**config.mk**
```make
export PLATFORM = sky130hd
export DESIGN_NAME = dec_scan_n_flat
export DESIGN_NICKNAME = d
export VERILOG_FILES = /design/src/rtl/dec_scan_n_if.sv /design/src/rtl/dec_scan_n.sv /design/src/flat_wrapper.sv
export SDC_FILE = /design/constraint.sdc
export NUM_CORES = 1
export LEC_CHECK = 0
export BUFFER_PORTS_ARGS = -buffer_cell sky130_fd_sc_hd__buf_2
export CORE_ASPECT_RATIO = 1.1
export CORE_MARGIN = 3
export CORE_UTILIZATION = 30
export DETAILED_ROUTE_END_ITERATION = 10
export PLACE_DENSITY_LB_ADDON = 0.15
export SETUP_SLACK_MARGIN = 0.2
export SLEW_MARGIN = 20
export SYNTH_ARGS = -nofsm -noshare
export SYNTH_HDL_FRONTEND = slang
export SYNTH_SLANG_ARGS = --single-unit
```
**constraint.sdc**
```tcl
create_clock -name clk -period 2 [get_ports clk]
set_input_delay 0.1 -clock clk [delete_from_list [all_inputs] [get_ports clk]]
set_output_delay 0.1 -clock clk [all_outputs]
set_load 0.01 [all_outputs]
```
**src/rtl/dec_scan_n_if.sv**
```systemverilog
// Bus bundle for dec_scan_n: control inputs (en, mode, a, start) and
// decoded outputs (s, idx, busy, done).
interface dec_scan_n_if #(
   parameter int N = 3
) ();
   logic                  en;
   logic                  mode;
   logic [N-1:0]          a;
   logic                  start;
   logic [(1 << N)-1:0]   s;
   logic [N-1:0]          idx;
   logic                  busy;
   logic                  done;

   modport master (
      output en, mode, a, start,
      input  s, idx, busy, done
   );

   modport slave (
      input  en, mode, a, start,
      output s, idx, busy, done
   );
endinterface

```
**src/rtl/dec_scan_n.sv**
```systemverilog
// Registered N-to-2^N one-hot decoder with a self-timed scan mode.
// Define DEC_SCAN_WRAP_EN to make scans repeat continuously instead of stopping after one sweep.
module dec_scan_n #(
   parameter int N     = 3,
   parameter int DWELL = 4
) (
   input  logic          clk,
   input  logic          rst,
   dec_scan_n_if.slave   bus
);
   localparam int              W        = 1 << N;
   localparam int              CW       = (DWELL > 1) ? $clog2(DWELL) : 1;
   localparam logic [CW-1:0]   CNT_LAST = CW'(DWELL - 1);
   localparam logic [N-1:0]    IDX_LAST = {N{1'b1}};

   localparam logic [1:0] ST_IDLE   = 2'd0;
   localparam logic [1:0] ST_DIRECT = 2'd1;
   localparam logic [1:0] ST_SCAN   = 2'd2;

   logic [1:0]    state;
   logic [CW-1:0] cnt;
   logic [W-1:0]  s;
   logic [N-1:0]  idx;
   logic          busy;
   logic          done;

   function automatic logic [W-1:0] onehot(input logic [N-1:0] i);
      return W'(1) << i;
   endfunction

   assign bus.s    = s;
   assign bus.idx  = idx;
   assign bus.busy = busy;
   assign bus.done = done;

   always_ff @(posedge clk or posedge rst) begin
      if (rst) begin
         state <= ST_IDLE;
         cnt   <= '0;
         s     <= '0;
         idx   <= '0;
         busy  <= 1'b0;
         done  <= 1'b0;
      end else begin
         done <= 1'b0;
         if (!bus.en) begin
            // idx deliberately holds so the last position stays observable
            state <= ST_IDLE;
            s     <= '0;
            busy  <= 1'b0;
            cnt   <= '0;
         end else begin
            case (state)
               ST_SCAN: begin
                  if (!bus.mode) begin
                     state <= ST_DIRECT;
                     s     <= onehot(bus.a);
                     idx   <= bus.a;
                     busy  <= 1'b0;
                     cnt   <= '0;
                  end else if (cnt == CNT_LAST) begin
                     cnt <= '0;
                     if (idx == IDX_LAST) begin
                        done <= 1'b1;
`ifdef DEC_SCAN_WRAP_EN
                        idx  <= '0;
                        s    <= onehot('0);
`else
                        state <= ST_IDLE;
                        s     <= '0;
                        busy  <= 1'b0;
`endif
                     end else begin
                        idx <= idx + 1'b1;
                        s   <= onehot(idx + 1'b1);
                     end
                  end else begin
                     cnt <= cnt + 1'b1;
                  end
               end
               ST_IDLE, ST_DIRECT: begin
                  if (!bus.mode) begin
                     state <= ST_DIRECT;
                     s     <= onehot(bus.a);
                     idx   <= bus.a;
                  end else if (bus.start) begin
                     state <= ST_SCAN;
                     s     <= onehot('0);
                     idx   <= '0;
                     busy  <= 1'b1;
                     cnt   <= '0;
                  end else begin
                     state <= ST_IDLE;
                     s     <= '0;
                  end
               end
               default: begin
                  state <= ST_IDLE;
                  s     <= '0;
                  busy  <= 1'b0;
                  cnt   <= '0;
               end
            endcase
         end
      end
   end
endmodule
```
**src/flat_wrapper.sv**
```systemverilog
// flat-port wrapper written by rule: the top's interface ports become plain ports
module dec_scan_n_flat 
#(
   parameter int N     = 3,
   parameter int DWELL = 4
)
  (clk, rst, bus_en, bus_mode, bus_a, bus_start, bus_s, bus_idx, bus_busy, bus_done);
  dec_scan_n_if #(.N(N)) bus_i ();
  input  logic clk;
  input  logic rst;
  input wire logic [$bits(bus_i.en)-1:0] bus_en;
  input wire logic [$bits(bus_i.mode)-1:0] bus_mode;
  input wire logic [$bits(bus_i.a)-1:0] bus_a;
  input wire logic [$bits(bus_i.start)-1:0] bus_start;
  output wire logic [$bits(bus_i.s)-1:0] bus_s;
  output wire logic [$bits(bus_i.idx)-1:0] bus_idx;
  output wire logic [$bits(bus_i.busy)-1:0] bus_busy;
  output wire logic [$bits(bus_i.done)-1:0] bus_done;
  assign bus_i.en = bus_en;
  assign bus_i.mode = bus_mode;
  assign bus_i.a = bus_a;
  assign bus_i.start = bus_start;
  assign bus_s = bus_i.s;
  assign bus_idx = bus_i.idx;
  assign bus_busy = bus_i.busy;
  assign bus_done = bus_i.done;
  dec_scan_n #(.N(N), .DWELL(DWELL)) u_core (.clk(clk), .rst(rst), .bus(bus_i));
endmodule
```
; Word level (Yosys, flattened, before mapping)
; Index checks and enable logic that the tools add are counted.
; Widths: inputs -> output; s select.
[op_classes]
mux = 38
reduce_logical = 7
n_shift = 2
n_eq_ne = 11
n_addsub = 2
[op_table]
columns = operator, n
row1 = $mux 8, 5
row2 = $mux 2, 11
row3 = $pmux 8 s2, 1
row4 = $shl 1x3->8 const A, 2
row5 = $mux 3, 5
row6 = $mux 1, 12
row7 = $ne 3x3->1 const B, 4
row8 = $ne 4x3->1 const B, 2
row9 = $pmux 2 s2, 2
row10 = $pmux 3 s2, 1
row11 = $reduce_and 5->1, 1
row12 = $eq 2x2->1 const B, 2
row13 = $reduce_and 2->1, 2
row14 = $reduce_and 4->1, 1
row15 = $add 3x1->3 const B, 1
row16 = $eq 3x3->1 const B, 1
row17 = $ne 3x2->1 const B, 1
row18 = $add 2x1->2 const B, 1
row19 = $eq 2x1->1 const B, 1
row20 = $logic_not 2->1, 1
row21 = $pmux 1 s2, 1
row22 = $reduce_bool 2->1, 1
row23 = $reduce_or 2->1, 1
[totals]
out_inout_bits = 13
regBits = 17
elab_cells = 66
inputBits = 8

; Depth between registers and ports, before layout
; Gate-level depths: netlist of the first run.
[depth]
depth_word = 7
ltp_mapped = 6
ltp_nobuf = 6

; Worst setup path after synthesis of the first run
; OpenSTA, ideal clock, no wires.
[synth_timing]
path_type = flip-flop to flip-flop
startpoint = reg u_core.idx[0], in the netlist u_core.bus.idx[0]
endpoint = reg u_core.idx[0], in the netlist u_core.bus.idx[0]
period_less_slack_ps = 1713
slack_ps = 287
t_arrival_ps = 1588
required_ps = 1875
path_buffers = 0
stages_incl_launch_ff = 7
setup_time_ps = 125
path_cell_list = dfrtp_1 ha_1 ha_1 nand3b_1 o21ai_2 a21oi_4 mux2_4
[synth_via]
elab_chain_len = 5
[synth_lines]
columns = element, line
row1 = start: declaration, dec_scan_n.sv:23  ; logic [N-1:0] idx;
row2 = start signal: assignment, dec_scan_n.sv:58  ; idx <= bus.a;
row3 = start signal: assignment, dec_scan_n.sv:74  ; idx <= idx + 1'b1;
row4 = start signal: assignment, dec_scan_n.sv:85  ; idx <= bus.a;
row5 = $add 3x1->3, dec_scan_n.sv:74
row6 = $mux 3, dec_scan_n.sv:63  ; if (idx == IDX_LAST) begin
row7 = $mux 3, dec_scan_n.sv:61  ; end else if (cnt == CNT_LAST) begin
row8 = $mux 3, dec_scan_n.sv:55  ; if (!bus.mode) begin
row9 = $pmux 3 s2, dec_scan_n.sv:53  ; case (state)
; Parallel ways exist; a longest one is shown, timed or not. The select of a mux whose other input is x is not followed.
; A chain may end at the register's enable or synchronous reset.

; Worst setup path after layout of the first run
[layout_timing]
startpoint = reg u_core.idx[1], in the netlist u_core.bus.idx[1]
endpoint = reg u_core.s[5], in the netlist u_core.bus.s[5]
[layout_via]
elab_chain_len = 7
[layout_lines]
columns = element, line
row1 = $add 3x1->3, dec_scan_n.sv:75  ; s <= onehot(idx + 1'b1);
row2 = $shl 1x3->8, dec_scan_n.sv:28  ; return W'(1) << i;
row3 = $mux 8 *, dec_scan_n.sv:63
row4 = $mux 8 *, dec_scan_n.sv:61
row5 = $mux 8 *, dec_scan_n.sv:55
row6 = $pmux 8 s2 *, dec_scan_n.sv:53
row7 = $mux 8 *, dec_scan_n.sv:46  ; if (!bus.en) begin
row8 = end signal: assignment, dec_scan_n.sv:57  ; s <= onehot(bus.a);
row9 = end signal: assignment, dec_scan_n.sv:75
row10 = end signal: assignment, dec_scan_n.sv:84  ; s <= onehot(bus.a);
row11 = end: declaration, dec_scan_n.sv:22  ; logic [W-1:0] s;
; Every way passes the cells marked *; elsewhere a longest branch is shown, timed or not. The select of a mux whose other input is x is not followed.

==> results_dict.tcl, run 1 <==
set metrics [dict create \
    status "finished, final reports clean" \
    io_pins 21 \
    nNetsFinal 147 \
    critPathLaunchType "register" \
    finalCritPeriodShare_pct 85.9 \
    clock_latency_ns 0.30 \
    wirelength_mm 2.46 \
    slew_headroom_pct 55.3 \
    antenna_found_initial 0 \
    die_w_um 62.4 \
    start_util_pct 32.8 \
    drc 0 \
    setup-tns-final_ns 0 \
    vias_per_cell 4.97 \
    synth_enable_flop_cells 0 \
    syn2layout_area_growth_pct 19.0 \
    antenna_left 0 \
    fin_ws_ns 0.282 \
    cellPowerDensity_nw_per_um2 611 \
    r2r_cells 5 \
    crit_type "reg -> reg" \
    synth_common_cells "dfrtp_1 (17), nand2_1 (12), ha_1 (8), o21ai_0 (8), inv_1 (6)" \
    seq_area_frac_synth_pct 40.5 \
    grt_pass1_wl_mm 4.18 \
    report.final.slew_viol_count 0 \
    place_congestion 0.777 \
    clkTransAtPathRegs_ns 0.11 \
    slowest_delay_ns 0.44 \
    yosys.cell_types.count 39 \
    die_area_sq_um 4250 \
    vias 874 \
    end_kind "register" \
    detail_route.iter0.violations 33 \
    tightestPinTransition_ns 0.670 \
    crit_chain "ha_1, ha_1, nor4_2, a32oi_1, o21ai_1" \
    coreArea_sq_um 3210 \
    clock_path_buffers 2 \
    path_max_fanout 5 \
    fin_skew_ns 0.00699 \
    synthesis.area_sq_um 1050 \
    yosys-top-cells-area "dfrtp_1 (40%), ha_1 (9.5%), nand2_1 (4.3%)" \
    pre_cts_ws_ns 0.246 \
    diodes 0 \
    synth_fp_nets 122 \
    critPathSlowestCell "dfrtp_1" \
    fmax_ghz 0.582 \
    ys_ff_latch 17 \
    io_buffer_count 20 \
    ys_async_sr_fraction_pct 100 \
    min_path_type "in -> reg" \
    leakagePower_nw 0.593 \
    cp.arrival_ns 1.95 \
    fp.dieH_um 68.1 \
    clock-sinks 17 \
    drive_gt1_share_pct 28.5 \
    setup_viol 0 \
    drv_cap 0 \
    core.rowCount 21 \
    crit_path_frequent_cell "ha_1" \
    rsz0062_at_grt "no" \
    syn_avg_cell_area_sq_um 9.92 \
    grt_overflow 0 \
    cts_buffers 3 \
    gr-usage-all-layers_pct 12.5 \
    crit_required_ns 2.23 \
    grt_max_degree 18 \
    vdd_drop_max_mv 0.171 \
    drt-pass1-iter-count 4 \
    cts_tree "done" \
    hold_depth 3 \
    grt_pass1_vias 849 \
    wl_per_cell_um 14.0 \
    syn_inst 106 \
    synth_most_common_cell "dfrtp_1" \
    dp_hpwl_mm 1.79 \
    path_delay_family "adder cells" \
    crit_buf_inv 0 \
    synth_top_cell_area_share_pct 40.5 \
    cts-htree-levels 1 \
    cp.depth 5 \
    hold_viol_final 0 \
    ys_warn_count 0 \
    synth_flop_cell "dfrtp_1" \
    synth_top_cell_by_area "dfrtp_1" \
    fin_crit_ns 1.72 \
    cts_root_buf "clkbuf_4" \
]
power breakdown:
| part | internal (W) | switching [W] |
|---|---|---|
| Sequential | 0.000362 | 0.0000223 |
| Clock | 0.0000745 | 0.000122 |
| Combinational | 0.0000796 | 0.000104 |
| Total | 0.000516 | 0.000249 |
worst paths after layout:
check	start	end	slack (ns)
worst max register to register	u_core.bus.idx[1]$_DFFE_PP0P_	u_core.bus.s[5]$_DFFE_PP0P_	0.28
min in group asynchronous	rst	u_core.bus.idx[2]$_DFFE_PP0P_	0.43
worst min-delay path	bus_start	u_core.state[1]$_DFFE_PP0P_	0.11
max in group asynchronous	rst	u_core.bus.s[6]$_DFFE_PP0P_	1.14
worst max-delay path	u_core.bus.idx[1]$_DFFE_PP0P_	u_core.bus.s[5]$_DFFE_PP0P_	0.28
worst min register to register	u_core.bus.s[1]$_DFFE_PP0P_	u_core.bus.s[1]$_DFFE_PP0P_	0.49
layer usage:
layer  global-route usage [%]  vias to the layer above  part of all wire [%]
li1                         -                      436                     -
met1                     16.1                      412                    46
met2                     19.6                       22                    47
met3                     3.61                        4                   5.8
met4                     5.79                        0                   1.5
met5                        0                        -                     0
repair_timing:
item                                   in CTS  in global routing
setup endpoints to repair                   0                  8
buffers inserted                            0                  2
endpoints found under the hold margin      17                  0
hold buffers                                1                  0
gates resized for setup                     0                  3
worst register-to-register path, cell delays in order (launching register included):
cell and delay [ns]:
dfrtp_1 0.44, ha_1 0.23, ha_1 0.31, nor4_2 0.39, a32oi_1 0.14, o21ai_1 0.14
registers in the layout, indices dropped and copies added, names as in the netlist:
signal           count
u_core.bus.done      1
u_core.bus.idx       3
u_core.cnt           2
u_core.bus.busy      1
u_core.state         2
u_core.bus.s         8
cell type report:
type	count	area (sq um)
fill	353	1950
multi-input combinational	79	586
sequential	17	425
timing repair buffer	24	133
tap	46	57.6
clock buffer	3	22.5
inverter	6	22.5
clock inverter	1	5.00
logic make-up (layout without fill, tap and decap cells):
| family | Yosys count | after routing | synth area share (%) |
|---|---|---|---|
| AND/OR/NAND/NOR | 35 | 35 | 18.2 |
| buffers and inverters | 10 | 34 | 5.12 |
| XOR/XNOR | 1 | 1 | 0.833 |
| adder cells (fa/ha/maj) | 8 | 8 | 9.52 |
| flip-flops | 17 | 17 | 40.5 |
| AO/OA/AOI/OAI | 32 | 32 | 22.0 |
| multiplexers | 3 | 3 | 3.81 |
cells in the final DEF (no fill, tap or decap), types with 2 or more instances in the layout:
| cell type | netlist | final |
|---|---|---|
| buf_2 | 1 | 20 |
| dfrtp_1 | 17 | 17 |
| a22oi_1 | 3 | 3 |
| a32oi_1 | 5 | 5 |
| ha_1 | 8 | 7 |
| nor2b_1 | 2 | 2 |
| clkbuf_4 | 0 | 3 |
| inv_1 | 6 | 6 |
| nor2_1 | 5 | 5 |
| buf_4 | 2 | 3 |
| nand2_1 | 12 | 12 |
| mux2_4 | 2 | 2 |
| o21ai_0 | 8 | 8 |
| o22ai_1 | 3 | 3 |
| a21oi_1 | 4 | 4 |
| o21ai_1 | 2 | 2 |
| nor3_1 | 3 | 2 |
metrics by stage:
stage | util (%) | instances | hold slack (ns) | cell area [sq um] | power (W)
floorplan | - | 106 | 0.0261 | 1050 | 0.000503
global placement | 37.0 | 169 | 0.223 | 1180 | 0.000563
detailed placement | 37.0 | 169 | 0.236 | 1180 | 0.000563
CTS | 38.1 | 174 | 0.107 | 1220 | 0.000758
global route | 39.0 | 176 | 0.136 | 1250 | 0.000808
finish | 39.0 | 176 | 0.109 | 1250 | 0.000765
Note: power is estimated with default switching activity, not from simulation.
==> run 2: changes to the inputs <==
- CELL_PAD_IN_SITES_DETAIL_PLACEMENT: not set -> 0
- CELL_PAD_IN_SITES_GLOBAL_PLACEMENT: not set -> 1
==> run 2 against run 1 <==
Clock skew is essentially flat. Final area shrank 1.1%. Largest power group unchanged. Global-route usage grew 0.20 points.
==> results_dict.tcl, run 2 (synthesis gave the netlist of run 1 again) <==
set metrics [dict create \
    cp.arrival_ns 1.90 \
    final_common_cell "buf_2" \
    rsz0062_at_grt "no" \
    fmax_ghz 0.586 \
    crit_type "reg -> reg" \
    vdd_drop_max_mv 0.254 \
    wl_per_cell_um 14.0 \
    die_area_sq_um 4250 \
    drt-pass1-iter-count 4 \
    slowest_delay_ns 0.43 \
    clock_latency_ns 0.30 \
    vias_per_cell 4.99 \
    diodes 0 \
    slew_headroom_pct 54.4 \
    crit_required_ns 2.20 \
    fp.dieH_um 68.1 \
    status "finished, final reports clean" \
    cts-htree-levels 1 \
    place_congestion 0.784 \
    final_area_sq_um 1240 \
    antenna_left 0 \
    leakagePower_nw 0.582 \
    final_cell_mix "buf_2 (20), dfrtp_1 (17), nand2_1 (12)" \
    cts_buffers 3 \
    max_flop_register "u_core.bus.s" \
    nNetsFinal 146 \
    dp_hpwl_mm 1.86 \
    clock-sinks 17 \
    clock_path_buffers 2 \
    core.rowCount 21 \
    tightestPinTransition_ns 0.683 \
    start_util_pct 32.8 \
    largest_register_ffs 8 \
    critPathSlowestCell "dfrtp_1" \
    gr-usage-all-layers_pct 12.7 \
    syn2layout_area_growth_pct 17.7 \
    grt_pass1_wl_mm 4.25 \
    vias 874 \
    antenna_found_initial 0 \
    path_max_fanout 5 \
    min_path_type "in -> reg" \
    io_pins 21 \
    largestRegisters "u_core.bus.s (8), u_core.bus.idx (3)" \
    io_buffer_count 20 \
    finalCritPeriodShare_pct 85.3 \
    fin_skew_ns 0.00700 \
    clkTransAtPathRegs_ns 0.11 \
    detail_route.iter0.violations 26 \
    critPathLaunchType "register" \
    fin_crit_ns 1.71 \
    coreArea_sq_um 3210 \
    setup_viol 0 \
    crit_chain "ha_1, ha_2, nand3b_1, o21ai_2, a21oi_4, mux2_4" \
    grt_max_degree 18 \
    crit_buf_inv 0 \
    drc 0 \
    cts_tree "done" \
    grt_pass1_vias 862 \
    end_kind "register" \
    grt_overflow 0 \
    placed_area_sq_um 1180 \
    wirelength_mm 2.45 \
    report.final.slew_viol_count 0 \
    die_w_um 62.4 \
    hold_viol_final 0 \
    cts_root_buf "clkbuf_4" \
    drive_gt1_share_pct 26.4 \
    setup-tns-final_ns 0 \
    cellPowerDensity_nw_per_um2 612 \
    drv_cap 0 \
    path_delay_family "adder cells" \
]
[run 2: worst register-to-register path: stages, from the launching register on]
cell and delay (ns):
dfrtp_1 0.43, ha_1 0.24, ha_2 0.22, nand3b_1 0.10
o21ai_2 0.08, a21oi_4 0.21, mux2_4 0.32
[run 2: metal layers]
layer	share of wire, %	global-route usage (%)	up-vias
met3	3.2	1.81	4
met5	0	0	-
met1	50	16.8	423
met2	46	20.9	15
met4	1.4	5.79	0
li1	-	-	432
[run 2: report_power, final]
group / internal, W / switching [W] / leakage (nW)
clock: 0.0000777 / 0.000114 / 0.0150
sequential: 0.000362 / 0.0000230 / 0.230
combinational: 0.0000781 / 0.000103 / 0.337
total: 0.000518 / 0.000240 / 0.582
[run 2: final cells by class]
type | instances | area, sq um
clock buffers | 4 | 26.3
fillers | 361 | 1970
inverters | 6 | 22.5
multi-input cells | 79 | 581
flip-flops and latches | 17 | 425
well taps | 46 | 57.6
repair buffers | 23 | 125
[run 2: repair_timing]
item | 4_1_cts | 5_1_grt
gates resized for setup | 0 | 2
buffers inserted | 0 | 1
hold endpoints to repair | 17 | 0
hold buffers | 1 | 0
setup endpoints to repair | 0 | 5
[run 2: path summary, 6_finish.rpt]
path,startpoint,end,slack (ns),depth (start not counted)
max in group asynchronous,rst,u_core.cnt[1]$_DFFE_PP0P_,1.13,3
hold reg to reg,u_core.bus.s[3]$_DFFE_PP0P_,u_core.bus.s[3]$_DFFE_PP0P_,0.48,2
setup reg to reg,u_core.bus.idx[1]$_DFFE_PP0P_,u_core.bus.idx[0]$_DFFE_PP0P_,0.29,6
hold / removal,bus_start,u_core.state[1]$_DFFE_PP0P_,0.13,3
setup / recovery,u_core.bus.idx[1]$_DFFE_PP0P_,u_core.bus.idx[0]$_DFFE_PP0P_,0.29,6
min in group asynchronous,rst,u_core.bus.s[5]$_DFFE_PP0P_,0.43,3
[run 2: per-stage QoR]
| step | util, % | hold WS [ns] | worst slack, ns | cells | total power [W] |
|---|---|---|---|---|---|
| finish | 38.6 | 0.131 | 0.293 | 175 | 0.000758 |
| global route | 38.6 | 0.148 | 0.220 | 175 | 0.000805 |
| CTS | 38.1 | 0.115 | 0.208 | 174 | 0.000768 |
| detailed placement | 37.0 | 0.239 | 0.227 | 169 | 0.000565 |
| global placement | 37.0 | 0.231 | 0.245 | 169 | 0.000566 |
| floorplan | - | 0.0261 | 0.287 | 106 | 0.000503 |
==> run 3: changes to the inputs <==
- PLACE_DENSITY: not set -> 0.61
- PLACE_DENSITY_LB_ADDON: 0.15 -> not set
==> run 3 against run 2 <==
Register-to-register slack got worse by 0.02 ns. Total power about the same. Final area is 0.81% higher. Critical path type unchanged. Critical endpoint unchanged. Highest routed layer unchanged.
==> results_dict.tcl, run 3 (synthesis gave the netlist of run 1 again) <==
set metrics [dict create \
    drv_cap 0 \
    rsz0062_at_grt "no" \
    vias 882 \
    crit_buf_inv 0 \
    io_buffer_count 20 \
    report.final.slew_viol_count 0 \
    dp_hpwl_mm 1.82 \
    gr-usage-all-layers_pct 12.7 \
    nNetsFinal 147 \
    final_cell_mix "buf_2 (20), dfrtp_1 (16), nand2_1 (12)" \
    setup-tns-final_ns 0 \
    slowest_delay_ns 0.44 \
    final_common_cell "buf_2" \
    slew_headroom_pct 55.7 \
    start_util_pct 32.8 \
    fin_crit_ns 1.72 \
    status "finished, final reports clean" \
    drt-pass1-iter-count 4 \
    largest_register_ffs 8 \
    final_cells 176 \
    fmax_ghz 0.580 \
    crit_type "reg -> reg" \
    grt_overflow 0 \
    end_kind "register" \
    detail_route.iter0.violations 39 \
    wl_per_cell_um 14.0 \
    dp_cells 168 \
    cp.arrival_ns 1.90 \
    cts-htree-levels 1 \
    cts_tree "done" \
    io_pins 21 \
    grt_max_degree 18 \
    die_area_sq_um 4250 \
    fin_skew_ns 0.00758 \
    critPathLaunchType "register" \
    vias_per_cell 5.01 \
    clock_latency_ns 0.29 \
    drive_gt1_share_pct 28.5 \
    diodes 0 \
    ff_latch_area_sq_um 427 \
    die_w_um 62.4 \
    clkTransAtPathRegs_ns 0.11 \
    coreArea_sq_um 3210 \
    hold_viol_final 0 \
    place_congestion 0.743 \
    grt_pass1_wl_mm 4.25 \
    tightestPinTransition_ns 0.664 \
    n_fill_cell 338 \
    largestRegisters "u_core.bus.s (8), u_core.bus.idx (3)" \
    leakagePower_nw 0.589 \
    syn2layout_area_growth_pct 18.7 \
    antenna_found_initial 0 \
    antenna_left 0 \
    max_flop_register "u_core.bus.s" \
    multi_input_area_sq_um 581 \
    setup_viol 0 \
    cellPowerDensity_nw_per_um2 607 \
    min_path_type "in -> reg" \
    wirelength_mm 2.46 \
    critPathSlowestCell "dfrtp_1" \
    path_max_fanout 5 \
    finalCritPeriodShare_pct 86.1 \
    core.rowCount 21 \
    crit_chain "ha_1, ha_2, nand3b_1, o21ai_2, a21oi_4, mux2_4" \
    clock_path_buffers 2 \
    crit_required_ns 2.18 \
    drc 0 \
    grt_pass1_vias 896 \
    cts_buffers 3 \
    cts_root_buf "clkbuf_4" \
    vdd_drop_max_mv 0.245 \
    fp.dieH_um 68.1 \
    clock-sinks 17 \
    path_delay_family "adder cells" \
]
==> run 3: cell count changes in the layout (fill, tap and decap cells not counted) <==
cell,change
clkinv_2,+1
buf_4,+1
dfrtp_1,-1
clkbuf_1,-1
dfrtp_2,+1
==> run 3: what timing repair did <==
action,in CTS,in global routing
resized for setup,2,1
buffers inserted,0,3
setup endpoints to repair,2,4
pin swaps,1,1
hold buffers,1,0
hold endpoints to repair,17,0
==> run 3: path summary, 6_finish.rpt <==
check                                               from                            end  slack, ns  cells past startpoint
max                        u_core.bus.idx[1]$_DFFE_PP0P_  u_core.bus.idx[0]$_DFFE_PP0P_       0.28                      6
min                                            bus_start    u_core.state[1]$_DFFE_PP0P_       0.14                      3
max reg2reg                u_core.bus.idx[1]$_DFFE_PP0P_  u_core.bus.idx[0]$_DFFE_PP0P_       0.28                      6
min reg2reg                  u_core.bus.s[2]$_DFFE_PP0P_    u_core.bus.s[2]$_DFFE_PP0P_       0.48                      2
max in group asynchronous                            rst  u_core.bus.idx[0]$_DFFE_PP0P_       1.09                      3
min in group asynchronous                            rst    u_core.bus.s[1]$_DFFE_PP0P_       0.43                      3
==> run 3: cell type report <==
class,instances,area share (%)
clock inverters,1,0.401
well taps,46,4.61
inverters,6,1.81
clock buffers,3,1.81
repair buffers,24,10.6
flip-flops and latches,17,34.2
multi-input cells,79,46.5
==> run 3: metal layers <==
layer / wire length [um] / GRT usage [%] / share of wire, %
met4: 14 / 3.58 / 0.57
met3: 99 / 2.13 / 4.0
met1: 1150 / 16.5 / 47
met2: 1190 / 21.8 / 48
met5: 0 / 0 / 0
==> run 3: worst min-delay path, cell delays in order <==
cell,delay [ns]
buf_2,0.14
nand2_1,0.07
o21ai_0,0.08
==> run 3: report_power, final <==
group	total (W)	internal (W)	switching (W)	leakage, nW
clock	0.000187	0.0000742	0.000113	0.0177
sequential	0.000386	0.000363	0.0000239	0.229
combinational	0.000183	0.0000793	0.000104	0.342
total	0.000757	0.000516	0.000241	0.589
==> run 3: per-stage QoR <==
step	power [W]	setup slack, ns	cell area, sq um	hold WS, ns	util, %
after detailed placement	0.000559	0.163	1180	0.237	36.7
after floorplan	0.000503	0.287	1050	0.0261	-
after global placement	0.000557	0.191	1180	0.226	36.7
after CTS	0.000750	0.241	1220	0.119	38.0
after global routing	0.000810	0.206	1250	0.121	38.9
final	0.000757	0.277	1250	0.136	38.9
